`config.mk`:
```
export PLATFORM = sky130hd
export DESIGN_NAME = prog_engine_flat
export DESIGN_NICKNAME = d
export VERILOG_FILES = /design/src/rtl/prog_engine_pkg.sv /design/src/rtl/prog_engine_if.sv /design/src/rtl/prog_engine_instr_mem.sv /design/src/rtl/prog_engine.sv /design/src/flat_wrapper.sv
export SDC_FILE = /design/constraint.sdc
export NUM_CORES = 1
export LEC_CHECK = 0
export BUFFER_PORTS_ARGS = -buffer_cell sky130_fd_sc_hd__buf_2
export CELL_PAD_IN_SITES_DETAIL_PLACEMENT = 1
export CELL_PAD_IN_SITES_GLOBAL_PLACEMENT = 1
export CORE_ASPECT_RATIO = 0.75
export CORE_MARGIN = 1
export CORE_UTILIZATION = 45
export CTS_BUF_LIST = sky130_fd_sc_hd__clkbuf_8
export DETAILED_ROUTE_END_ITERATION = 8
export PLACE_DENSITY = 0.77
export SETUP_SLACK_MARGIN = 0.05
export SYNTH_ARGS = -nofsm -noshare
export SYNTH_HDL_FRONTEND = slang
export SYNTH_SLANG_ARGS = --single-unit
```
`constraint.sdc`:
```
create_clock -name clk -period 7.3 [get_ports clk]
set_input_delay 1.46 -clock clk [delete_from_list [all_inputs] [get_ports clk]]
set_output_delay 1.46 -clock clk [all_outputs]
set_load 0.005 [all_outputs]
```
`src/rtl/prog_engine_pkg.sv`:
```
// Shared types and instruction field positions for the prog_engine block.
package prog_engine_pkg;

  localparam int OPC_MSB = 19;
  localparam int A_MSB   = 15;
  localparam int B_MSB   = 7;

  typedef enum logic [3:0] {
    OP_NOP  = 4'h0,
    OP_LDI  = 4'h1,
    OP_ADD  = 4'h2,
    OP_SUB  = 4'h3,
    OP_AND  = 4'h4,
    OP_OR   = 4'h5,
    OP_XOR  = 4'h6,
    OP_SHL  = 4'h7,
    OP_JMP  = 4'h8,
    OP_JNZ  = 4'h9,
    OP_DEC  = 4'hA,
    OP_OUT  = 4'hB,
    OP_HALT = 4'hF
  } opcode_e;

  typedef enum logic [2:0] {
    S_IDLE,
    S_FETCH,
    S_EXEC,
    S_OUT_WAIT,
    S_DONE
  } state_e;

  typedef enum logic [1:0] {
    ERR_NONE = 2'd0,
    ERR_OPC  = 2'd1,
    ERR_PC   = 2'd2,
    ERR_WDOG = 2'd3
  } err_e;

endpackage

```
`src/rtl/prog_engine_if.sv`:
```
// Control, preload and result-stream signals of prog_engine; master = host, slave = engine.
interface prog_engine_if #(
  parameter int WIDTH     = 16,
  parameter int INSTR_LEN = 20,
  parameter int ADDR      = 5
);
  logic                 go;
  logic                 wr_en;
  logic [ADDR-1:0]      wr_addr;
  logic [INSTR_LEN-1:0] wr_data;
  logic                 busy;
  logic                 done;
  logic                 error;
  logic [1:0]           err_code;
  logic [WIDTH-1:0]     result;
  logic                 result_valid;
  logic                 result_ready;

  modport master (
    output go, wr_en, wr_addr, wr_data, result_ready,
    input  busy, done, error, err_code, result, result_valid
  );

  modport slave (
    input  go, wr_en, wr_addr, wr_data, result_ready,
    output busy, done, error, err_code, result, result_valid
  );
endinterface

```
`src/rtl/prog_engine_instr_mem.sv`:
```
// 1R1W instruction memory: synchronous write, registered read (old data on same-address write).
module instr_mem #(
  parameter int INSTR_LEN = 20,
  parameter int ADDR      = 5,
  parameter int PROG_LEN  = 32
) (
  input  logic                 clk,
  input  logic                 we,
  input  logic [ADDR-1:0]      wr_addr,
  input  logic [INSTR_LEN-1:0] wr_data,
  input  logic [ADDR-1:0]      rd_addr,
  output logic [INSTR_LEN-1:0] rd_data
);
  localparam int AW = (PROG_LEN > 1) ? $clog2(PROG_LEN) : 1;

  logic [INSTR_LEN-1:0] mem [PROG_LEN];

  // Addresses past PROG_LEN have no backing word: writes drop, reads give zero.
  always_ff @(posedge clk) begin
    if (we && int'(wr_addr) < PROG_LEN) mem[wr_addr[AW-1:0]] <= wr_data;
    rd_data <= (int'(rd_addr) < PROG_LEN) ? mem[rd_addr[AW-1:0]] : '0;
  end
endmodule

```
`src/rtl/prog_engine.sv`:
```
// Multi-cycle fetch/execute engine: FSM, register file and ALU around a preloadable
// instruction memory, with a valid/ready result stream and termination error codes.
import prog_engine_pkg::*;

module prog_engine #(
  parameter int WIDTH     = 16,
  parameter int INSTR_LEN = 20,
  parameter int ADDR      = 5,
  parameter int PROG_LEN  = 32,
  parameter int NREG      = 4,
  parameter int MAX_STEPS = 1024
) (
  input logic          clk,
  input logic          reset,
  prog_engine_if.slave bus
);
  localparam int RIDX = (NREG > 1) ? $clog2(NREG) : 1;
  localparam int SW   = $clog2(MAX_STEPS + 1);
  localparam logic [ADDR:0] PC_END = (ADDR+1)'(PROG_LEN);

  state_e state, state_nxt;
  err_e   err_nxt;

  logic [ADDR-1:0]            pc;
  logic [SW-1:0]              steps;
  logic [NREG-1:0][WIDTH-1:0] regs;
  logic [INSTR_LEN-1:0]       rd_data;

  logic             busy, mem_we, done, error, result_valid;
  logic [1:0]       err_code;
  logic [WIDTH-1:0] result;

  logic [3:0]       opc;
  logic [7:0]       fa, fb;
  logic [RIDX-1:0]  ra, rb;
  logic [WIDTH-1:0] opa, opb, alu;
  logic             reg_we, bad_opc, wdog, accept;
  logic [ADDR:0]    npc, pc_inc;
  logic             unused_a_hi;

  instr_mem #(.INSTR_LEN(INSTR_LEN), .ADDR(ADDR), .PROG_LEN(PROG_LEN)) u_mem (
    .clk     (clk),
    .we      (mem_we),
    .wr_addr (bus.wr_addr),
    .wr_data (bus.wr_data),
    .rd_addr (pc),
    .rd_data (rd_data)
  );

  assign opc         = rd_data[OPC_MSB -: 4];
  assign fa          = rd_data[A_MSB -: 8];
  assign fb          = rd_data[B_MSB -: 8];
  assign ra          = fa[RIDX-1:0];
  assign rb          = fb[RIDX-1:0];
  // Only the low RIDX bits of A select a register; the rest is don't-care.
  assign unused_a_hi = ^fa[7:RIDX];
  assign opa         = regs[ra];
  assign opb         = regs[rb];
  assign wdog        = (steps == SW'(MAX_STEPS));
  assign bad_opc     = (opc == 4'hC) || (opc == 4'hD) || (opc == 4'hE);
  assign accept      = ((state == S_IDLE) || (state == S_DONE)) && bus.go;
  assign pc_inc      = (ADDR+1)'(pc) + (ADDR+1)'(1);

  always_comb begin
    alu    = opa;
    reg_we = 1'b0;
    npc    = pc_inc;
    case (opc)
      OP_LDI: begin alu = WIDTH'(fb);            reg_we = 1'b1; end
      OP_ADD: begin alu = opa + opb;             reg_we = 1'b1; end
      OP_SUB: begin alu = opa - opb;             reg_we = 1'b1; end
      OP_AND: begin alu = opa & opb;             reg_we = 1'b1; end
      OP_OR:  begin alu = opa | opb;             reg_we = 1'b1; end
      OP_XOR: begin alu = opa ^ opb;             reg_we = 1'b1; end
      OP_SHL: begin alu = opa << fb[3:0];        reg_we = 1'b1; end
      OP_DEC: begin alu = opa - WIDTH'(1);       reg_we = 1'b1; end
      OP_JMP: npc = {1'b0, fb[ADDR-1:0]};
      OP_JNZ: if (opa != '0) npc = {1'b0, fb[ADDR-1:0]};
      default: ;
    endcase
  end

  always_ff @(posedge clk) begin
    if (reset) state <= S_IDLE;
    else       state <= state_nxt;
  end

  // Watchdog is checked before decode so the overflowing instruction never executes.
  always_comb begin
    state_nxt = state;
    err_nxt   = ERR_NONE;
    case (state)
      S_IDLE, S_DONE: if (bus.go) state_nxt = S_FETCH;
      S_FETCH: state_nxt = S_EXEC;
      S_EXEC: begin
        if (wdog) begin
          state_nxt = S_DONE;
          err_nxt   = ERR_WDOG;
        end else if (opc == OP_HALT) begin
          state_nxt = S_DONE;
        end else if (bad_opc) begin
          state_nxt = S_DONE;
          err_nxt   = ERR_OPC;
        end else if (opc == OP_OUT) begin
          state_nxt = S_OUT_WAIT;
        end else if (npc >= PC_END) begin
          state_nxt = S_DONE;
          err_nxt   = ERR_PC;
        end else begin
          state_nxt = S_FETCH;
        end
      end
      S_OUT_WAIT: begin
        if (bus.result_ready) begin
          if (pc_inc >= PC_END) begin
            state_nxt = S_DONE;
            err_nxt   = ERR_PC;
          end else begin
            state_nxt = S_FETCH;
          end
        end
      end
      default: state_nxt = S_IDLE;
    endcase
  end

  always_comb begin
    busy   = (state == S_FETCH) || (state == S_EXEC) || (state == S_OUT_WAIT);
    mem_we = bus.wr_en && !busy;
  end

  always_ff @(posedge clk) begin
    if (reset) begin
      pc           <= '0;
      steps        <= '0;
      regs         <= '0;
      done         <= 1'b0;
      error        <= 1'b0;
      err_code     <= '0;
      result       <= '0;
      result_valid <= 1'b0;
    end else begin
      if (accept) begin
        pc       <= '0;
        steps    <= '0;
        done     <= 1'b0;
        error    <= 1'b0;
        err_code <= '0;
      end
      if (state == S_EXEC && !wdog) begin
        steps <= steps + SW'(1);
        if (reg_we) regs[ra] <= alu;
        if (opc == OP_OUT) begin
          result       <= opa;
          result_valid <= 1'b1;
        end
        if (state_nxt == S_FETCH) pc <= npc[ADDR-1:0];
      end
      // The handshake cycle itself advances pc; valid falls on the next edge.
      if (state == S_OUT_WAIT && bus.result_ready) begin
        result_valid <= 1'b0;
        if (state_nxt == S_FETCH) pc <= pc_inc[ADDR-1:0];
      end
      if (state_nxt == S_DONE && state != S_DONE) begin
        done     <= 1'b1;
        error    <= (err_nxt != ERR_NONE);
        err_code <= err_nxt;
      end
    end
  end

  assign bus.busy         = busy;
  assign bus.done         = done;
  assign bus.error        = error;
  assign bus.err_code     = err_code;
  assign bus.result       = result;
  assign bus.result_valid = result_valid;

endmodule
```
`src/flat_wrapper.sv`:
```
// flat-port wrapper written by rule: the top's interface ports become plain ports
module prog_engine_flat 
#(
  parameter int WIDTH     = 16,
  parameter int INSTR_LEN = 20,
  parameter int ADDR      = 5,
  parameter int PROG_LEN  = 32,
  parameter int NREG      = 4,
  parameter int MAX_STEPS = 1024
)
  (clk, reset, bus_go, bus_wr_en, bus_wr_addr, bus_wr_data, bus_result_ready, bus_busy, bus_done, bus_error, bus_err_code, bus_result, bus_result_valid);
  prog_engine_if #(.WIDTH(WIDTH), .INSTR_LEN(INSTR_LEN), .ADDR(ADDR)) bus_i ();
  input logic clk;
  input logic reset;
  input wire logic [$bits(bus_i.go)-1:0] bus_go;
  input wire logic [$bits(bus_i.wr_en)-1:0] bus_wr_en;
  input wire logic [$bits(bus_i.wr_addr)-1:0] bus_wr_addr;
  input wire logic [$bits(bus_i.wr_data)-1:0] bus_wr_data;
  input wire logic [$bits(bus_i.result_ready)-1:0] bus_result_ready;
  output wire logic [$bits(bus_i.busy)-1:0] bus_busy;
  output wire logic [$bits(bus_i.done)-1:0] bus_done;
  output wire logic [$bits(bus_i.error)-1:0] bus_error;
  output wire logic [$bits(bus_i.err_code)-1:0] bus_err_code;
  output wire logic [$bits(bus_i.result)-1:0] bus_result;
  output wire logic [$bits(bus_i.result_valid)-1:0] bus_result_valid;
  assign bus_i.go = bus_go;
  assign bus_i.wr_en = bus_wr_en;
  assign bus_i.wr_addr = bus_wr_addr;
  assign bus_i.wr_data = bus_wr_data;
  assign bus_i.result_ready = bus_result_ready;
  assign bus_busy = bus_i.busy;
  assign bus_done = bus_i.done;
  assign bus_error = bus_i.error;
  assign bus_err_code = bus_i.err_code;
  assign bus_result = bus_i.result;
  assign bus_result_valid = bus_i.result_valid;
  prog_engine #(.WIDTH(WIDTH), .INSTR_LEN(INSTR_LEN), .ADDR(ADDR), .PROG_LEN(PROG_LEN), .NREG(NREG), .MAX_STEPS(MAX_STEPS)) u_core (.clk(clk), .reset(reset), .bus(bus_i));
endmodule
```
[Word-level counts from Yosys, hierarchy flattened]
Memory sizes are Yosys's and may differ from the RTL's. A register that Yosys moved wholly into a read port is not among the register bits.
Cells that the tools add are included.
Word-level totals
  flip-flop bits (word level): 104
  latch bits: 0
  bits in writable memories: 640
  memory bits (read-only): 0
  input port bits: 30
  logic and storage cells: 115
  memories: 1
Memories
  u_core.u_mem.mem: words 32, width 20, rd ports 1, clocked after Yosys merged registers in 1, write ports 1, RTL line prog_engine_instr_mem.sv:16  | logic [INSTR_LEN-1:0] mem [PROG_LEN];
Cells by class
  $add $sub $neg: 5
  $mul: 0
  div/mod/pow operators: 0
  $lt $le $gt $ge: 5
  equal/unequal tests: 23
  shift-type cells: 1
  mux-type cells: 42
  bitwise logic cells: 3
  reductions and logical operators: 23
Operators by type and width (number)
  16-bit case mux with 8 select lines: 1
  16-bit binary-select mux with 2-bit select: 2
  64-bit bitwise mux: 1
  16-bit 2-to-1 mux: 3
  16-bit demux with 2-bit select: 1
  4-bit equality test, second input constant: 8
  5-bit 2-to-1 mux: 5
  3-bit 2-to-1 mux: 8
  11-bit 2-to-1 mux: 2
  2-bit 2-to-1 mux: 9
  16-bit adder: 1
  16-bit AND: 1
  4-bit by 3-bit equality test with 1-bit output, second input constant: 4
  16-bit OR: 1
  16-bit nonzero test: 1
  16-bit by 4-bit left shift with 16-bit output: 1
  16-bit by 1-bit subtractor with 16-bit output, second input constant: 1
  16-bit subtractor: 1
  16-bit bitwise XOR: 1
  6-bit >= comparator, second input constant: 2
  3-bit case mux with 4 select lines: 1
  6-bit case mux with 2 select lines: 1
  11-bit by 1-bit adder with 11-bit output, second input constant: 1
  11-bit equality test, second input constant: 1
  20 further kinds: 44

[Longest topological paths before layout]
Gate-level depths: netlist of the first run.
  depth after elaboration: 17
  depth in mapped cells: 19
  gate-level depth less buffers: 17

[Hierarchy]
A second synthesis of the first run with hierarchy kept.
Second synthesis, totals
  cell total of the unflattened synthesis: 2392
  area, all modules: 33465.8 um^2
By module, submodules not included
  instr_mem: instances 1, cells each 1414, area an instance 25553.3 um^2, sequential area each 19618.8 um^2
  prog_engine: instances 1, cells each 978, area an instance 7912.6 um^2, sequential area each 2082.0 um^2

[Least setup slack after synthesis of the first run]
Ideal clock, no wire load.
  path kind: register to register
  start: register u_core.u_mem.rd_data[1] (read register of u_core.u_mem.mem)
  end: register u_core.regs[42] (netlist bit)
  library setup time: 0.078 ns
  data arrival time: 3.666 ns
  data required time: 7.222 ns
  setup slack: 3.556 ns
  stages on the path, launching flop included: 16
  buffers on the path: 2
  clock period less this slack: 3.744 ns
  cell sequence: dfxtp_1 buf_6 buf_2 mux4_2 or2_2 nor4_1 o211ai_1 o31a_1 ha_1 or2_2 a21oi_1 a211oi_1 o21a_1 o311ai_0 nor2_1 nor3_1
On the way
  longest elaborated chain between the ends: 5
  elaborated cells between the ends (all ways): 10
  classes of those cells: 2 x add/sub; 1 x shift; 4 x mux; 3 x bitwise
RTL lines
  start: declaration: RTL line prog_engine_instr_mem.sv:12  | output logic [INSTR_LEN-1:0] rd_data
  16-bit binary-select mux with 2-bit select: RTL line prog_engine.sv:58  | assign opb = regs[rb];
  16-bit 2-to-1 mux (not written as such): RTL line prog_engine.sv:58
  16-bit subtractor (tied with other cells): RTL line prog_engine.sv:71  | OP_SUB: begin alu = opa - opb; reg_we = 1'b1; end
  16-bit case mux with 8 select lines *: RTL line prog_engine.sv:68  | case (opc)
  64-bit bitwise mux *: RTL line prog_engine.sv:152  | if (reg_we) regs[ra] <= alu;
  end signal: indexed assignment: RTL line prog_engine.sv:152
  end: declaration: RTL line prog_engine.sv:26  | logic [NREG-1:0][WIDTH-1:0] regs;
Every way passes the cells marked *; elsewhere a longest branch is shown, timed or not. The select of a mux whose other input is x is not followed.
A chain may end at the register's enable or synchronous reset.

[Worst setup path in the final report of the first run]
  start: register u_core.u_mem.rd_data[0] (read register of u_core.u_mem.mem)
  end: register u_core.regs[58] (netlist bit)
Same word-level chain as after synthesis.

==> impl_results.html, run 1 <==
<table>
<tr><th>Metric</th><th>Value</th></tr>
<tr><th colspan="2">Power and ir drop</th></tr>
<tr><td>Cell area power density</td><td>240 mW/mm²</td></tr>
<tr><td>Largest voltage drop on the vdd net</td><td>141 µV</td></tr>
<tr><td>Leak</td><td>9.23 nW</td></tr>
<tr><th colspan="2">STA</th></tr>
<tr><td>Post-route worst setup slack</td><td>2250 ps</td></tr>
<tr><td>Worst Clk Skew</td><td>47.6 ps</td></tr>
<tr><td>RSZ-0062 raised after global routing</td><td>false</td></tr>
<tr><td>Worst relative slew slack</td><td>17.4%</td></tr>
<tr><td>Summed negative setup slack over all endpoints</td><td>0 ps</td></tr>
<tr><td>Hold Vio Cnt, Final</td><td>0</td></tr>
<tr><td>Period Utilization, post-route</td><td>69.2%</td></tr>
<tr><td>Final setup violation count</td><td>0</td></tr>
<tr><td>Slew Limit Fails</td><td>0</td></tr>
<tr><td>Maximum frequency from static timing analysis</td><td>198 MHz</td></tr>
<tr><td>Worst-Margin Slew</td><td>1220 ps</td></tr>
<tr><td>Tmin final</td><td>5050 ps</td></tr>
<tr><th colspan="2">Global route</th></tr>
<tr><td>First-pass GRT wire length</td><td>102,000 µm</td></tr>
<tr><td>Vias in the first global route</td><td>16,200</td></tr>
<tr><td>Maximum number of pins on one net before global-route repair</td><td>87</td></tr>
<tr><td>Aggregate global routing overflow</td><td>0</td></tr>
<tr><td>Number of antenna violations at the first check in global routing</td><td>1</td></tr>
<tr><td>GR Util All Layers</td><td>23.8%</td></tr>
<tr><th colspan="2">Synth</th></tr>
<tr><td>Flops &amp; latches, synth</td><td>566</td></tr>
<tr><td>Portion of the post-synthesis area used by sequential elements</td><td>62.1%</td></tr>
<tr><td>Post-synth top area cell</td><td>sky130_fd_sc_hd__edfxtp_1</td></tr>
<tr><td>Proportion of synthesized flip-flops having asynchronous set or reset</td><td>0%</td></tr>
<tr><td>Portion of synthesized cell area occupied by the leading cell type</td><td>52.9%</td></tr>
<tr><td>Most frequently used flop master after synthesis</td><td>sky130_fd_sc_hd__edfxtp_1</td></tr>
<tr><td>Number of distinct library cells after synthesis</td><td>72</td></tr>
<tr><td>Synthesized cell area</td><td>0.0254 mm²</td></tr>
<tr><td>Warnings from Yosys</td><td>0</td></tr>
<tr><td>Number of synthesized flops with an enable pin</td><td>448</td></tr>
<tr><td>Dominant cells by area after synthesis</td><td>sky130_fd_sc_hd__edfxtp_1, sky130_fd_sc_hd__mux4_2, sky130_fd_sc_hd__dfxtp_1</td></tr>
<tr><td>Cell count after synthesis</td><td>1,685</td></tr>
<tr><td>Average instance area after synthesis</td><td>15.1 µm²</td></tr>
<tr><td>Syn Nets</td><td>1,767</td></tr>
<tr><th colspan="2">Worst setup path</th></tr>
<tr><td>Critical path's top delay family</td><td>compound AO/OA/AOI/OAI gates</td></tr>
<tr><td>Crit. End Element</td><td>register</td></tr>
<tr><td>Required time of the critical path</td><td>7890 ps</td></tr>
<tr><td>Worst-path fanout max</td><td>26</td></tr>
<tr><td>Crit path cell chain</td><td>buf_4 -&gt; mux4_2 -&gt; inv_1 -&gt; ha_1 -&gt; a22o_1 -&gt; a22o_1 -&gt; fa_1 -&gt; nor2b_1 -&gt; o21a_1 -&gt; o21ai_0 -&gt; a211oi_1 -&gt; nor3_1 -&gt; o311ai_0 -&gt; nor2_1 -&gt; nor3_1</td></tr>
<tr><td>Maximum single-stage delay on the critical path</td><td>1000 ps</td></tr>
<tr><td>Max stage delay cell, worst path</td><td>sky130_fd_sc_hd__o311ai_0</td></tr>
<tr><td>Critical path class</td><td>reg -&gt; reg</td></tr>
<tr><td>Launching element type of the critical path</td><td>register</td></tr>
<tr><td>Worst endpoint data arrival time</td><td>5640 ps</td></tr>
<tr><td>CP bufs+invs</td><td>2</td></tr>
<tr><th colspan="2">Clock network</th></tr>
<tr><td># Post-CTS Setup Buffers</td><td>0</td></tr>
<tr><td>Clock latency of the later-clocked register in the worst-skew pair</td><td>700 ps</td></tr>
<tr><td>Htree depth</td><td>3</td></tr>
<tr><td>Number of hold-repair buffers added at the cts stage</td><td>0</td></tr>
<tr><td>CTS max path bufs</td><td>3</td></tr>
<tr><td>TritonCTS clock tree</td><td>built</td></tr>
<tr><td>Quantity of gates resized following cts</td><td>0</td></tr>
<tr><td>Clock-pin slew reported for the worst setup and hold paths after clock tree synthesis</td><td>70 ps</td></tr>
<tr><td>Root buffer cell</td><td>sky130_fd_sc_hd__clkbuf_8</td></tr>
<tr><td>Number of buffers inserted during clock tree synthesis</td><td>85</td></tr>
<tr><td>Number of sinks on the clock net</td><td>566</td></tr>
<tr><th colspan="2">Place</th></tr>
<tr><td>Pre-CTS worst setup slack</td><td>2450 ps</td></tr>
<tr><td>Buffers added on ports</td><td>45</td></tr>
<tr><td>HPWL after detailed placement</td><td>44,400 µm</td></tr>
<tr><td>GPL Wtd Cong</td><td>0.904</td></tr>
<tr><td>Placed inst area</td><td>0.0266 mm²</td></tr>
<tr><th colspan="2">Route</th></tr>
<tr><td>Count of antenna-violating nets left after detailed routing</td><td>0</td></tr>
<tr><td>Routed vias/inst</td><td>6.17</td></tr>
<tr><td>Residual DRC count</td><td>0</td></tr>
<tr><td>First-pass iteration count of the detailed router</td><td>5</td></tr>
<tr><td>Average wire per standard cell</td><td>26.3 µm</td></tr>
<tr><td>Total number of vias</td><td>15,800</td></tr>
<tr><td>Total length of routed wires</td><td>67,500 µm</td></tr>
<tr><td>Number of DRC markers in iteration 0</td><td>1,598</td></tr>
<tr><th colspan="2">Min path</th></tr>
<tr><td>Hold Crit Class</td><td>reg -&gt; reg</td></tr>
<tr><th colspan="2">Status</th></tr>
<tr><td>Status</td><td>finished, final reports clean</td></tr>
<tr><th colspan="2">Run</th></tr>
<tr><td>Max-capacitance violation count</td><td>0</td></tr>
<tr><th colspan="2">Floorplanning</th></tr>
<tr><td>IO Count</td><td>52</td></tr>
<tr><td>CORE AREA</td><td>0.0559 mm²</td></tr>
<tr><td>Die height</td><td>208 µm</td></tr>
<tr><td>DIE AREA</td><td>0.0575 mm²</td></tr>
<tr><td>Floorplan die width</td><td>277 µm</td></tr>
<tr><td>Initial cell density of the core</td><td>45.5%</td></tr>
<tr><td>Placement Rows</td><td>75</td></tr>
<tr><th colspan="2">Finish</th></tr>
<tr><td>Nets</td><td>1,845</td></tr>
<tr><td>Leading cell types in the layout, fill and taps excluded</td><td>sky130_fd_sc_hd__edfxtp_1, sky130_fd_sc_hd__mux4_2, sky130_fd_sc_hd__nor2_1</td></tr>
<tr><td>Most common cell after layout, fill and taps aside</td><td>sky130_fd_sc_hd__edfxtp_1</td></tr>
<tr><td>Layout Area Growth over Synthesis</td><td>10.9%</td></tr>
<tr><td>Final design instance area without fill</td><td>0.0282 mm²</td></tr>
<tr><td>Layout cells sized above 1</td><td>24.5%</td></tr>
</table>
## power breakdown
group	leakage, nW	switching, mW	internal, mW
logic	3.31	0.444	0.272
clock network	0.934	1.27	1.23
registers	4.99	0.0446	3.51
## tightest hold or removal path, stage by stage (launching register included)
cell and delay, ps:
sky130_fd_sc_hd__dfxtp_1 300, sky130_fd_sc_hd__nand2_1 50, sky130_fd_sc_hd__a21oi_1 50
## path summary, 6_finish.rpt
check | startpoint | endpoint | slack (ps) | cells past startpoint
max | u_core.u_mem.rd_data[0] | u_core.regs[58] | 2250 | 15
min | u_core.bus.result[4] | u_core.bus.result[4] | 450 | 2
max reg2reg | u_core.u_mem.rd_data[0] | u_core.regs[58] | 2250 | 15
min reg2reg | u_core.bus.result[4] | u_core.bus.result[4] | 450 | 2
## cell families (layout without fill, tap and decap cells)
group	count (synthesis)	in the layout	share of synthesized area, %
adders and majority gates	52	52	2.59
AOI/OAI and AO/OA	272	272	7.03
DFF	566	566	62.1
and+or+nand+nor	405	405	7.42
buffers and inverters	153	303	2.39
xor gates and xnor gates	10	10	0.344
muxes	227	227	18.1
other	0	1	0
## metal layers
metal	vias to the layer above	GRT usage [%]	share of wire (%)
met5	-	0	0.013
met2	639	36.2	46
met4	2	5.10	1.5
li1	6824	-	-
met1	8295	35.8	45
met3	72	4.57	7.7
## state kept, by name (all words and copies together), names as in the netlist, 2 cells and up
| register | flops |
|---|---|
| u_core.bus.err_code | 2 |
| u_core.regs | 64 |
| u_core.u_mem.mem | 448 |
| u_core.pc | 5 |
| u_core.u_mem.rd_data | 14 |
| u_core.bus.result | 16 |
| u_core.steps | 11 |
| u_core.state | 3 |
## metrics by stage
step | power, mW | utilization, % | std cells | hold slack (ps)
6_report | 6.77 | 50.4 | 2567 | 453
2_1_floorplan | 4.09 | - | 1685 | 439
5_1_grt | 6.99 | 50.4 | 2566 | 477
4_1_cts | 6.81 | 50.4 | 2566 | 454
3_3_place_gp | 4.29 | 47.5 | 2407 | 439
3_5_place_dp | 4.33 | 47.5 | 2407 | 446
## cell usage after synthesis (13+ instances only)
library cell and instances:
sky130_fd_sc_hd__buf_1 13, sky130_fd_sc_hd__a211oi_1 29, sky130_fd_sc_hd__mux4_2 183, sky130_fd_sc_hd__a21oi_1 88
sky130_fd_sc_hd__nand3_1 23, sky130_fd_sc_hd__mux2i_1 14, sky130_fd_sc_hd__nand2b_1 13, sky130_fd_sc_hd__o21ai_0 35
sky130_fd_sc_hd__inv_1 49, sky130_fd_sc_hd__o21a_1 17, sky130_fd_sc_hd__dfxtp_1 118, sky130_fd_sc_hd__nand2_1 121
sky130_fd_sc_hd__ha_1 51, sky130_fd_sc_hd__mux2_2 29, sky130_fd_sc_hd__nor2_1 139, sky130_fd_sc_hd__a31oi_1 15
sky130_fd_sc_hd__edfxtp_1 448, sky130_fd_sc_hd__nor3_1 33, sky130_fd_sc_hd__clkbuf_1 76
## cell type report
| cell class | count | area, µm² |
|---|---|---|
| Inverter | 50 | 188 |
| Clock buffer | 93 | 1280 |
| Multi-Input combinational cell | 966 | 9040 |
| Clock inverter | 66 | 349 |
| Sequential cell | 566 | 15800 |
| Tap cell | 731 | 915 |
| Antenna cell | 1 | 2.50 |
| Fill cell | 5452 | 27700 |
| Timing Repair Buffer | 94 | 608 |
(Power assumes the default switching activity.)
==> inputs of run 2 (changes only) <==
--- a/config.mk
+++ b/config.mk
@@ -5,6 +5,7 @@
 export SDC_FILE = /design/constraint.sdc
 export NUM_CORES = 1
 export LEC_CHECK = 0
+export ABC_AREA = 1
 export BUFFER_PORTS_ARGS = -buffer_cell sky130_fd_sc_hd__buf_2
 export CELL_PAD_IN_SITES_DETAIL_PLACEMENT = 1
 export CELL_PAD_IN_SITES_GLOBAL_PLACEMENT = 1
@@ -13,7 +14,7 @@
 export CORE_UTILIZATION = 45
 export CTS_BUF_LIST = sky130_fd_sc_hd__clkbuf_8
 export DETAILED_ROUTE_END_ITERATION = 8
-export PLACE_DENSITY = 0.77
+export PLACE_DENSITY = 0.81
 export SETUP_SLACK_MARGIN = 0.05
 export SYNTH_ARGS = -nofsm -noshare
 export SYNTH_HDL_FRONTEND = slang
==> constraint.sdc (replaced) <==
create_clock -name clk -period 4.9 [get_ports clk]
set_input_delay 0.98 -clock clk [delete_from_list [all_inputs] [get_ports clk]]
set_output_delay 0.98 -clock clk [all_outputs]
set_load 0.005 [all_outputs]
==> impl_results.html, run 2 <==
<table>
<tr><th>Metric</th><th>Value</th></tr>
<tr><th colspan="2">Synth</th></tr>
<tr><td>Flops &amp; latches, synth</td><td>566 (unchanged)</td></tr>
<tr><td>Warnings from Yosys</td><td>0 (unchanged)</td></tr>
<tr><td>Portion of the post-synthesis area used by sequential elements</td><td>60.2% (-2.0 points)</td></tr>
<tr><td>Number of distinct library cells after synthesis</td><td>50 (-31%)</td></tr>
<tr><td>Leading cell type by number of instances after synthesis</td><td>sky130_fd_sc_hd__edfxtp_1</td></tr>
<tr><td>Portion of synthesized cell area occupied by the leading cell type</td><td>51.2% (-1.7 points)</td></tr>
<tr><td>Synthesized cell area</td><td>0.0263 mm² (+3.3%)</td></tr>
<tr><td>Average instance area after synthesis</td><td>9.88 µm² (-35%)</td></tr>
<tr><td>Syn Nets</td><td>2,742 (+55%)</td></tr>
<tr><td>Dominant cells by area after synthesis</td><td>sky130_fd_sc_hd__edfxtp_1, sky130_fd_sc_hd__dfxtp_1, sky130_fd_sc_hd__o21ai_0</td></tr>
<tr><td>Cell count after synthesis</td><td>2,660 (+58%)</td></tr>
<tr><td>Proportion of synthesized flip-flops having asynchronous set or reset</td><td>0% (unchanged)</td></tr>
<tr><td>Most frequently used flop master after synthesis</td><td>sky130_fd_sc_hd__edfxtp_1</td></tr>
<tr><td>Post-synth top area cell</td><td>sky130_fd_sc_hd__edfxtp_1</td></tr>
<tr><td>Number of synthesized flops with an enable pin</td><td>448 (unchanged)</td></tr>
<tr><td>Top cells by count, synth</td><td>sky130_fd_sc_hd__edfxtp_1, sky130_fd_sc_hd__nand2_1, sky130_fd_sc_hd__nor2_1</td></tr>
<tr><th colspan="2">Worst setup path</th></tr>
<tr><td>Launching element type of the critical path</td><td>register</td></tr>
<tr><td>Worst-path fanout max</td><td>20 (-23%)</td></tr>
<tr><td>Required time of the critical path</td><td>5480 ps (-2410 ps)</td></tr>
<tr><td>Worst endpoint data arrival time</td><td>5000 ps (-640 ps)</td></tr>
<tr><td>Crit. End Element</td><td>register</td></tr>
<tr><td>Critical path class</td><td>reg -&gt; reg</td></tr>
<tr><th colspan="2">Global route</th></tr>
<tr><td>Number of antenna violations at the first check in global routing</td><td>2 (+1)</td></tr>
<tr><td>Met2 usage in global routing</td><td>45.2% (+9.1 points)</td></tr>
<tr><td>First-pass GRT wire length</td><td>131,000 µm (+28%)</td></tr>
<tr><td>Vias in the first global route</td><td>21,900 (+35%)</td></tr>
<tr><td>Maximum number of pins on one net before global-route repair</td><td>99 (+14%)</td></tr>
<tr><td>Aggregate global routing overflow</td><td>0 (unchanged)</td></tr>
<tr><td>GR peak layer</td><td>met2</td></tr>
<tr><td>Met1 GRT Util</td><td>42.1% (+6.3 points)</td></tr>
<tr><td>GR Util All Layers</td><td>29.1% (+5.3 points)</td></tr>
<tr><td>Global routing usage on met3</td><td>5.07% (+0.50 points)</td></tr>
<tr><th colspan="2">Route</th></tr>
<tr><td>Residual DRC count</td><td>0 (unchanged)</td></tr>
<tr><td>Routed vias/inst</td><td>6.09 (-1.3%)</td></tr>
<tr><td>Total length of routed wires</td><td>86,100 µm (+28%)</td></tr>
<tr><td>Total number of vias</td><td>21,700 (+37%)</td></tr>
<tr><td>Count of antenna-violating nets left after detailed routing</td><td>0 (unchanged)</td></tr>
<tr><td>Number of DRC markers in iteration 0</td><td>2,391 (+50%)</td></tr>
<tr><td>Average wire per standard cell</td><td>24.2 µm (-8.1%)</td></tr>
<tr><td>First-pass iteration count of the detailed router</td><td>5 (unchanged)</td></tr>
<tr><th colspan="2">STA</th></tr>
<tr><td>Tmin final</td><td>4420 ps (-629 ps)</td></tr>
<tr><td>Worst Clk Skew</td><td>44.4 ps (-3.20 ps)</td></tr>
<tr><td>RSZ-0062 raised after global routing</td><td>false</td></tr>
<tr><td>Worst-Margin Slew</td><td>1140 ps (-85.2 ps)</td></tr>
<tr><td>Worst relative slew slack</td><td>23.8% (+6.4 points)</td></tr>
<tr><td>Maximum frequency from static timing analysis</td><td>226 MHz (+14%)</td></tr>
<tr><td>Slew Limit Fails</td><td>0 (unchanged)</td></tr>
<tr><td>Summed negative setup slack over all endpoints</td><td>0 ps (unchanged)</td></tr>
<tr><td>WHS</td><td>466 ps (+13.2 ps)</td></tr>
<tr><td>Period Utilization, post-route</td><td>90.3% (+21 points)</td></tr>
<tr><td>Final setup violation count</td><td>0 (unchanged)</td></tr>
<tr><td>Post-route worst setup slack</td><td>477 ps (-1770 ps)</td></tr>
<tr><td>Hold Vio Cnt, Final</td><td>0 (unchanged)</td></tr>
<tr><th colspan="2">Floorplanning</th></tr>
<tr><td>Initial cell density of the core</td><td>45.7% (+0.20 points)</td></tr>
<tr><td>CORE AREA</td><td>0.0575 mm² (+2.9%)</td></tr>
<tr><td>IO Count</td><td>52 (unchanged)</td></tr>
<tr><td>DIE AREA</td><td>0.0594 mm² (+3.3%)</td></tr>
<tr><td>Floorplan die width</td><td>281 µm (+1.6%)</td></tr>
<tr><td>Die height</td><td>211 µm (+1.6%)</td></tr>
<tr><td>Placement Rows</td><td>76 (+1.3%)</td></tr>
<tr><th colspan="2">Finish</th></tr>
<tr><td>Most common cell after layout, fill and taps aside</td><td>sky130_fd_sc_hd__edfxtp_1</td></tr>
<tr><td>Layout cells sized above 1</td><td>10.6% (-14 points)</td></tr>
<tr><td>Layout Area Growth over Synthesis</td><td>10.6%</td></tr>
<tr><td>Flip-flop count of the largest register after layout</td><td>448 (unchanged)</td></tr>
<tr><td>Nets</td><td>2,789 (+51%)</td></tr>
<tr><td>Leading cell types in the layout, fill and taps excluded</td><td>sky130_fd_sc_hd__edfxtp_1, sky130_fd_sc_hd__nand2_1, sky130_fd_sc_hd__nor2_1</td></tr>
<tr><th colspan="2">Power and ir drop</th></tr>
<tr><td>Leak</td><td>10.8 nW (+17%)</td></tr>
<tr><td>Proportion of power drawn by combinational gates</td><td>6.0% (-4.6 points)</td></tr>
<tr><td>Net switching power figure</td><td>2.45 mW (+39%)</td></tr>
<tr><td>Share of power burned in registers</td><td>53.6% (+1.1 points)</td></tr>
<tr><td>Cell area power density</td><td>336 mW/mm² (+40%)</td></tr>
<tr><td>Internal portion of total power</td><td>7.33 mW (+46%)</td></tr>
<tr><td>Clock network fraction of design power</td><td>40.3% (+3.4 points)</td></tr>
<tr><td>Largest voltage drop on the vdd net</td><td>199 µV (+42%)</td></tr>
<tr><td>Sw Ratio</td><td>25.0% (-0.92 points)</td></tr>
<tr><th colspan="2">Clock network</th></tr>
<tr><td>Clock-pin slew reported for the worst setup and hold paths after clock tree synthesis</td><td>70 ps (about the same)</td></tr>
<tr><td>Quantity of gates resized following cts</td><td>0 (unchanged)</td></tr>
<tr><td>Root buffer cell</td><td>sky130_fd_sc_hd__clkbuf_8</td></tr>
<tr><td>CTS max path bufs</td><td>3 (unchanged)</td></tr>
<tr><td># Post-CTS Setup Buffers</td><td>0 (unchanged)</td></tr>
<tr><td>Number of buffers inserted during clock tree synthesis</td><td>90 (+5.9%)</td></tr>
<tr><td>TritonCTS clock tree</td><td>built</td></tr>
<tr><td>Htree depth</td><td>3 (unchanged)</td></tr>
<tr><td>Number of hold-repair buffers added at the cts stage</td><td>0 (unchanged)</td></tr>
<tr><td>Clock latency of the later-clocked register in the worst-skew pair</td><td>720 ps (+20 ps)</td></tr>
<tr><td>Number of sinks on the clock net</td><td>566 (unchanged)</td></tr>
<tr><th colspan="2">Status</th></tr>
<tr><td>Status</td><td>finished, final reports clean</td></tr>
<tr><th colspan="2">Run</th></tr>
<tr><td>Max-capacitance violation count</td><td>0 (unchanged)</td></tr>
<tr><th colspan="2">Place</th></tr>
<tr><td>GPL Wtd Cong</td><td>0.921 (+1.9%)</td></tr>
<tr><td>Buffers added on ports</td><td>45 (unchanged)</td></tr>
<tr><td>HPWL after detailed placement</td><td>54,700 µm (+23%)</td></tr>
<tr><td>Pre-CTS worst setup slack</td><td>667 ps (-1780 ps)</td></tr>
<tr><th colspan="2">Min path</th></tr>
<tr><td>Hold Crit Class</td><td>reg -&gt; reg</td></tr>
</table>
## run 2: cell count changes after synthesis, sizes merged, moves of 120 or more
cell,delta
inv,+120
mux4,-183
nand2,+286
nand3,+145
nor2,+248
o21ai,+321
## run 2: per-layer routing
layer | share of wire, % | up-vias
met1 | 44 | 10900
met3 | 9.4 | 134
li1 | - | 9608
met5 | 0.012 | -
met2 | 45 | 1035
met4 | 1.9 | 2
## run 2: kinds of logic (layout without fill, tap and decap cells)
| group | Yosys count | after routing | synth area share [%] |
|---|---|---|---|
| other | 0 | 1 | 0 |
| xor gates and xnor gates | 7 | 7 | 0.233 |
| AOI/OAI and AO/OA | 676 | 676 | 15.3 |
| DFF | 566 | 566 | 60.2 |
| buffers and inverters | 336 | 456 | 5.28 |
| adders and majority gates | 52 | 52 | 2.50 |
| and+or+nand+nor | 1023 | 1023 | 16.6 |
## run 2: worst paths after layout
kind	slack, ps	depth (start not counted)	end	from
setup / recovery	480	24	u_core.regs[13]	u_core.u_mem.rd_data[0]
hold / removal	470	2	u_core.bus.result[12]	u_core.bus.result[12]
setup reg to reg	480	24	u_core.regs[13]	u_core.u_mem.rd_data[0]
hold reg to reg	470	2	u_core.bus.result[12]	u_core.bus.result[12]
## run 2: power groups by stage
| stage | registers [mW] | clock network, mW | logic [mW] |
|---|---|---|---|
| floorplan | 5.33 | 0 | 0.345 |
| global placement | 5.34 | 0 | 0.539 |
| detailed placement | 5.34 | 0 | 0.571 |
| CTS | 5.24 | 3.99 | 0.575 |
| global route | 5.24 | 4.17 | 0.633 |
| finish | 5.24 | 3.94 | 0.590 |
## run 2: metrics by stage
step	power, mW	std cells	util (%)	area [µm²]
final	9.78	3561	50.6	29100
after global placement	5.88	3395	47.5	27400
after CTS	9.81	3560	50.6	29100
after floorplan	5.67	2660	-	26300
after detailed placement	5.92	3395	47.5	27400
after global routing	10.0	3560	50.6	29100
## run 2: cell type report
type / count / area, µm²
clock buffer: 95 / 1310
tap: 780 / 976
timing repair buffer: 114 / 781
fill: 6374 / 28400
multi-input combinational: 1758 / 9090
clock inverter: 70 / 428
antenna: 1 / 2.50
inverter: 177 / 676
sequential: 566 / 15800
## run 2: worst max-delay path: stages, from the launching register on
cell	delay, ps
sky130_fd_sc_hd__dfxtp_2	600
sky130_fd_sc_hd__inv_4	200
sky130_fd_sc_hd__nand2_1	110
sky130_fd_sc_hd__nand3_1	70
sky130_fd_sc_hd__nand2_1	290
sky130_fd_sc_hd__ha_1	230
sky130_fd_sc_hd__nand2_1	70
sky130_fd_sc_hd__nor2_1	100
sky130_fd_sc_hd__nand3_1	130
sky130_fd_sc_hd__o21ai_0	220
sky130_fd_sc_hd__o21ai_0	110
sky130_fd_sc_hd__o21ai_0	120
sky130_fd_sc_hd__ha_1	320
sky130_fd_sc_hd__nand2_1	100
sky130_fd_sc_hd__nand2_1	50
sky130_fd_sc_hd__a31oi_1	130
sky130_fd_sc_hd__nand3_1	140
sky130_fd_sc_hd__nand3_1	100
sky130_fd_sc_hd__nand2_1	120
sky130_fd_sc_hd__nand2_1	90
sky130_fd_sc_hd__nand2_1	60
sky130_fd_sc_hd__o21ai_0	640
sky130_fd_sc_hd__nand3_1	170
sky130_fd_sc_hd__nand2_1	100
sky130_fd_sc_hd__inv_1	40
==> inputs of run 3 (changes only) <==
--- a/config.mk
+++ b/config.mk
@@ -11,10 +11,10 @@
 export CELL_PAD_IN_SITES_GLOBAL_PLACEMENT = 1
 export CORE_ASPECT_RATIO = 0.75
 export CORE_MARGIN = 1
-export CORE_UTILIZATION = 45
+export CORE_UTILIZATION = 37
 export CTS_BUF_LIST = sky130_fd_sc_hd__clkbuf_8
 export DETAILED_ROUTE_END_ITERATION = 8
-export PLACE_DENSITY = 0.81
+export PLACE_DENSITY = 0.59
 export SETUP_SLACK_MARGIN = 0.05
 export SYNTH_ARGS = -nofsm -noshare
 export SYNTH_HDL_FRONTEND = slang
==> impl_results.html, run 3 (same netlist as run 2, synthesis figures left out) <==
<table>
<tr><th>Metric</th><th>Value</th></tr>
<tr><th colspan="2">Power and ir drop</th></tr>
<tr><td>Clock network fraction of design power</td><td>40.8% (+0.5 points)</td></tr>
<tr><td>Internal portion of total power</td><td>7.38 mW (+0.62%)</td></tr>
<tr><td>Net switching power figure</td><td>2.51 mW (+2.5%)</td></tr>
<tr><td>Largest voltage drop on the vdd net</td><td>177 µV (-11%)</td></tr>
<tr><td>Proportion of power drawn by combinational gates</td><td>6.2% (+0.2 points)</td></tr>
<tr><td>Share of power burned in registers</td><td>53.0% (-0.6 points)</td></tr>
<tr><td>Sw Ratio</td><td>25.4% (+0.34 points)</td></tr>
<tr><td>Cell area power density</td><td>336 mW/mm² (-0.12%)</td></tr>
<tr><td>Leak</td><td>10.9 nW (+0.87%)</td></tr>
<tr><th colspan="2">Route</th></tr>
<tr><td>Detail Route met3 WL</td><td>7020 µm (-13%)</td></tr>
<tr><td>Metal2 WL</td><td>37,300 µm (-3.6%)</td></tr>
<tr><td>Number of DRC markers in iteration 0</td><td>1,866 (-22%)</td></tr>
<tr><td>First-pass iteration count of the detailed router</td><td>7 (+2)</td></tr>
<tr><td>Routed vias/inst</td><td>5.59 (-8.1%)</td></tr>
<tr><td>Count of antenna-violating nets left after detailed routing</td><td>0 (unchanged)</td></tr>
<tr><td>Post-route met1 wirelength</td><td>44,400 µm (+18%)</td></tr>
<tr><td>Average wire per standard cell</td><td>24.2 µm (+0.14%)</td></tr>
<tr><td>Total length of routed wires</td><td>90,700 µm (+5.3%)</td></tr>
<tr><td>Top metal layer carrying routed signals</td><td>met4</td></tr>
<tr><td>Residual DRC count</td><td>0 (unchanged)</td></tr>
<tr><td>Total number of vias</td><td>20,900 (-3.5%)</td></tr>
<tr><th colspan="2">Floorplanning</th></tr>
<tr><td>Floorplan die width</td><td>310 µm (+10%)</td></tr>
<tr><td>Die height</td><td>233 µm (+10%)</td></tr>
<tr><td>CORE AREA</td><td>0.0702 mm² (+22%)</td></tr>
<tr><td>IO Count</td><td>52 (unchanged)</td></tr>
<tr><td>Placement Rows</td><td>84 (+11%)</td></tr>
<tr><td>Initial cell density of the core</td><td>37.5% (-8.3 points)</td></tr>
<tr><td>DIE AREA</td><td>0.0721 mm² (+21%)</td></tr>
<tr><th colspan="2">Finish</th></tr>
<tr><td>Leading cell types in the layout, fill and taps excluded</td><td>sky130_fd_sc_hd__edfxtp_1, sky130_fd_sc_hd__nand2_1, sky130_fd_sc_hd__nor2_1</td></tr>
<tr><td>Nets</td><td>2,806 (+0.61%)</td></tr>
<tr><td>Utilization after layout</td><td>41.9% (-8.6 points)</td></tr>
<tr><td>Antenna Cells</td><td>0 (-1)</td></tr>
<tr><td>Layout cells sized above 1</td><td>11.2% (+0.65 points)</td></tr>
<tr><td>Flip-flop count of the largest register after layout</td><td>448 (unchanged)</td></tr>
<tr><td>Final design instance area without fill</td><td>0.0294 mm² (+1.2%)</td></tr>
<tr><td>Layout Area Growth over Synthesis</td><td>12.0%</td></tr>
<tr><td>Most common cell after layout, fill and taps aside</td><td>sky130_fd_sc_hd__edfxtp_1</td></tr>
<tr><th colspan="2">Worst setup path</th></tr>
<tr><td>Crit path cell chain</td><td>buf_4 -&gt; nand2_1 -&gt; o21ai_0 -&gt; nand2_1 -&gt; nand2_1 -&gt; inv_1 -&gt; ha_1 -&gt; nand2_1 -&gt; nor2_1 -&gt; nand3_1 -&gt; nand2_1 -&gt; o21ai_0 -&gt; o21ai_0 -&gt; ha_1 -&gt; nand2_1 -&gt; o21ai_0 -&gt; a21oi_1 -&gt; o21ai_0 -&gt; a21oi_1 -&gt; o21ai_0 -&gt; o2111ai_1 -&gt; o21ai_0 -&gt; inv_1</td></tr>
<tr><td>Flop2flop setup slack</td><td>410 ps (-70 ps)</td></tr>
<tr><td>CP bufs+invs</td><td>3 (+1)</td></tr>
<tr><td>Required time of the critical path</td><td>5490 ps (about the same)</td></tr>
<tr><td>Cell mode on critical path</td><td>sky130_fd_sc_hd__o21ai_0</td></tr>
<tr><td>Worst setup path startpoint</td><td>u_core.u_mem.rd_data[0]</td></tr>
<tr><td>Worst R2R Start</td><td>u_core.u_mem.rd_data[0]</td></tr>
<tr><td>Critical path class</td><td>reg -&gt; reg</td></tr>
<tr><td>Launching element type of the critical path</td><td>register</td></tr>
<tr><td>Instance count on the critical path</td><td>23 (-4.2%)</td></tr>
<tr><td>Worst-path fanout max</td><td>37 (+85%)</td></tr>
<tr><td>Worst R2R End</td><td>u_core.regs[10]</td></tr>
<tr><td>Endpoint of the worst setup timing path</td><td>u_core.regs[10]</td></tr>
<tr><td>Worst endpoint data arrival time</td><td>5080 ps (+80 ps)</td></tr>
<tr><td>Critical path's top delay family</td><td>compound AO/OA/AOI/OAI gates</td></tr>
<tr><td>Maximum single-stage delay on the critical path</td><td>420 ps (-220 ps)</td></tr>
<tr><td>Number of cells on the worst reg-to-reg path</td><td>23 (-4.2%)</td></tr>
<tr><td>Max stage delay cell, worst path</td><td>sky130_fd_sc_hd__buf_4</td></tr>
<tr><td>Crit. End Element</td><td>register</td></tr>
<tr><th colspan="2">Clock network</th></tr>
<tr><td># Post-CTS Setup Buffers</td><td>0 (unchanged)</td></tr>
<tr><td>Quantity of gates resized following cts</td><td>0 (unchanged)</td></tr>
<tr><td>Clock latency of the later-clocked register in the worst-skew pair</td><td>720 ps (about the same)</td></tr>
<tr><td>Root buffer cell</td><td>sky130_fd_sc_hd__clkbuf_8</td></tr>
<tr><td>TritonCTS clock tree</td><td>built</td></tr>
<tr><td>Htree depth</td><td>3 (unchanged)</td></tr>
<tr><td>Number of buffers inserted during clock tree synthesis</td><td>93 (+3.3%)</td></tr>
<tr><td>CTS max path bufs</td><td>3 (unchanged)</td></tr>
<tr><td>Clock-pin slew reported for the worst setup and hold paths after clock tree synthesis</td><td>60 ps (about the same)</td></tr>
<tr><td>Number of hold-repair buffers added at the cts stage</td><td>0 (unchanged)</td></tr>
<tr><td>Number of sinks on the clock net</td><td>566 (unchanged)</td></tr>
<tr><th colspan="2">STA</th></tr>
<tr><td>Worst-Margin Slew</td><td>1090 ps (-43.6 ps)</td></tr>
<tr><td>RSZ-0062 raised after global routing</td><td>false</td></tr>
<tr><td>Summed negative setup slack over all endpoints</td><td>0 ps (unchanged)</td></tr>
<tr><td>Period Utilization, post-route</td><td>91.6% (+1.4 points)</td></tr>
<tr><td>Worst relative slew slack</td><td>26.2% (+2.4 points)</td></tr>
<tr><td>Worst Clk Skew</td><td>39.6 ps (-4.81 ps)</td></tr>
<tr><td>Maximum frequency from static timing analysis</td><td>223 MHz (-1.5%)</td></tr>
<tr><td>Tmin final</td><td>4490 ps (+67.0 ps)</td></tr>
<tr><td>WHS</td><td>463 ps (-2.33 ps)</td></tr>
<tr><td>Hold Vio Cnt, Final</td><td>0 (unchanged)</td></tr>
<tr><td>Slew Limit Fails</td><td>0 (unchanged)</td></tr>
<tr><td>Final setup violation count</td><td>0 (unchanged)</td></tr>
<tr><th colspan="2">Place</th></tr>
<tr><td>Buffers added on ports</td><td>45 (unchanged)</td></tr>
<tr><td>GPL Wtd Cong</td><td>0.881 (-4.4%)</td></tr>
<tr><td>HPWL after detailed placement</td><td>57,200 µm (+4.6%)</td></tr>
<tr><td>Placed inst area</td><td>0.0277 mm² (+1.2%)</td></tr>
<tr><th colspan="2">Global route</th></tr>
<tr><td>Vias in the first global route</td><td>20,700 (-5.5%)</td></tr>
<tr><td>Number of antenna violations at the first check in global routing</td><td>3 (+1)</td></tr>
<tr><td>GR Util All Layers</td><td>25.1% (-4.0 points)</td></tr>
<tr><td>Aggregate global routing overflow</td><td>0 (unchanged)</td></tr>
<tr><td>First-pass GRT wire length</td><td>133,000 µm (+2.1%)</td></tr>
<tr><td>Maximum number of pins on one net before global-route repair</td><td>115 (+16%)</td></tr>
<tr><th colspan="2">Min path</th></tr>
<tr><td>Min-delay src</td><td>u_core.bus.result[15]</td></tr>
<tr><td>Hold Crit Class</td><td>reg -&gt; reg</td></tr>
<tr><th colspan="2">Run</th></tr>
<tr><td>Max-capacitance violation count</td><td>0 (unchanged)</td></tr>
<tr><th colspan="2">Status</th></tr>
<tr><td>Status</td><td>finished, final reports clean</td></tr>
</table>
run 3: cell types whose count changed in the layout (fill, tap and decap cells not counted), sizes merged:
cell / before / now
buf: 114 / 128
inv: 204 / 207
bufinv: 3 / 4
clkbuf: 95 / 94
clkinv: 38 / 39
clkinvlp: 2 / 1
diode: 1 / 0
run 3: worst reg2reg max path: stages, from the launching register on:
cell and delay [ps]:
sky130_fd_sc_hd__dfxtp_2 360, sky130_fd_sc_hd__buf_4 420, sky130_fd_sc_hd__nand2_1 100, sky130_fd_sc_hd__o21ai_0 80, sky130_fd_sc_hd__nand2_1 80, sky130_fd_sc_hd__nand2_1 220
sky130_fd_sc_hd__inv_1 140, sky130_fd_sc_hd__ha_1 230, sky130_fd_sc_hd__nand2_1 90, sky130_fd_sc_hd__nor2_1 60, sky130_fd_sc_hd__nand3_1 130, sky130_fd_sc_hd__nand2_1 90
sky130_fd_sc_hd__o21ai_0 80, sky130_fd_sc_hd__o21ai_0 150, sky130_fd_sc_hd__ha_1 390, sky130_fd_sc_hd__nand2_1 90, sky130_fd_sc_hd__o21ai_0 270, sky130_fd_sc_hd__a21oi_1 90
sky130_fd_sc_hd__o21ai_0 260, sky130_fd_sc_hd__a21oi_1 120, sky130_fd_sc_hd__o21ai_0 200, sky130_fd_sc_hd__o2111ai_1 390, sky130_fd_sc_hd__o21ai_0 280, sky130_fd_sc_hd__inv_1 60
run 3: area by class of cell:
cell class	instances	area [µm²]
Tap cell	946	1180
Timing Repair Buffer	128	898
Sequential cell	566	15800
Inverter	177	676
Clock buffer	94	1290
Multi-Input combinational cell	1758	9100
Fill cell	7931	40800
Clock inverter	74	455
run 3: through the flow:
step	cells	worst slack, ps	total power, mW
final	3743	410	9.88
after global routing	3743	107	10.2
after CTS	3743	525	9.99
after detailed placement	3575	542	5.95
after global placement	3575	762	5.92
after floorplan	2660	1720	5.67
run 3: worst min-delay path by stage:
stage                                        to  slack (ps)  cells past startpoint
after floorplan                u_core.steps[10]         430                      1
after global placement         u_core.steps[10]         450                      1
after detailed placement  u_core.bus.result[15]         450                      2
after CTS                 u_core.bus.result[15]         460                      2
after global routing           u_core.steps[10]         490                      1
final                     u_core.bus.result[15]         460                      2
run 3: routing by layer:
metal | up-vias | global-route usage, %
li1 | 9630 | -
met1 | 10500 | 38.2
met4 | 0 | 7.05
met5 | - | 0
met3 | 116 | 5.14
met2 | 640 | 35.6
run 3: power groups by stage:
| stage | logic [mW] | registers [mW] | clock network (mW) |
|---|---|---|---|
| 6_report | 0.612 | 5.24 | 4.03 |
| 4_1_cts | 0.605 | 5.24 | 4.14 |
| 2_1_floorplan | 0.345 | 5.33 | 0 |
| 3_3_place_gp | 0.584 | 5.34 | 0 |
| 5_1_grt | 0.666 | 5.24 | 4.32 |
| 3_5_place_dp | 0.603 | 5.34 | 0 |
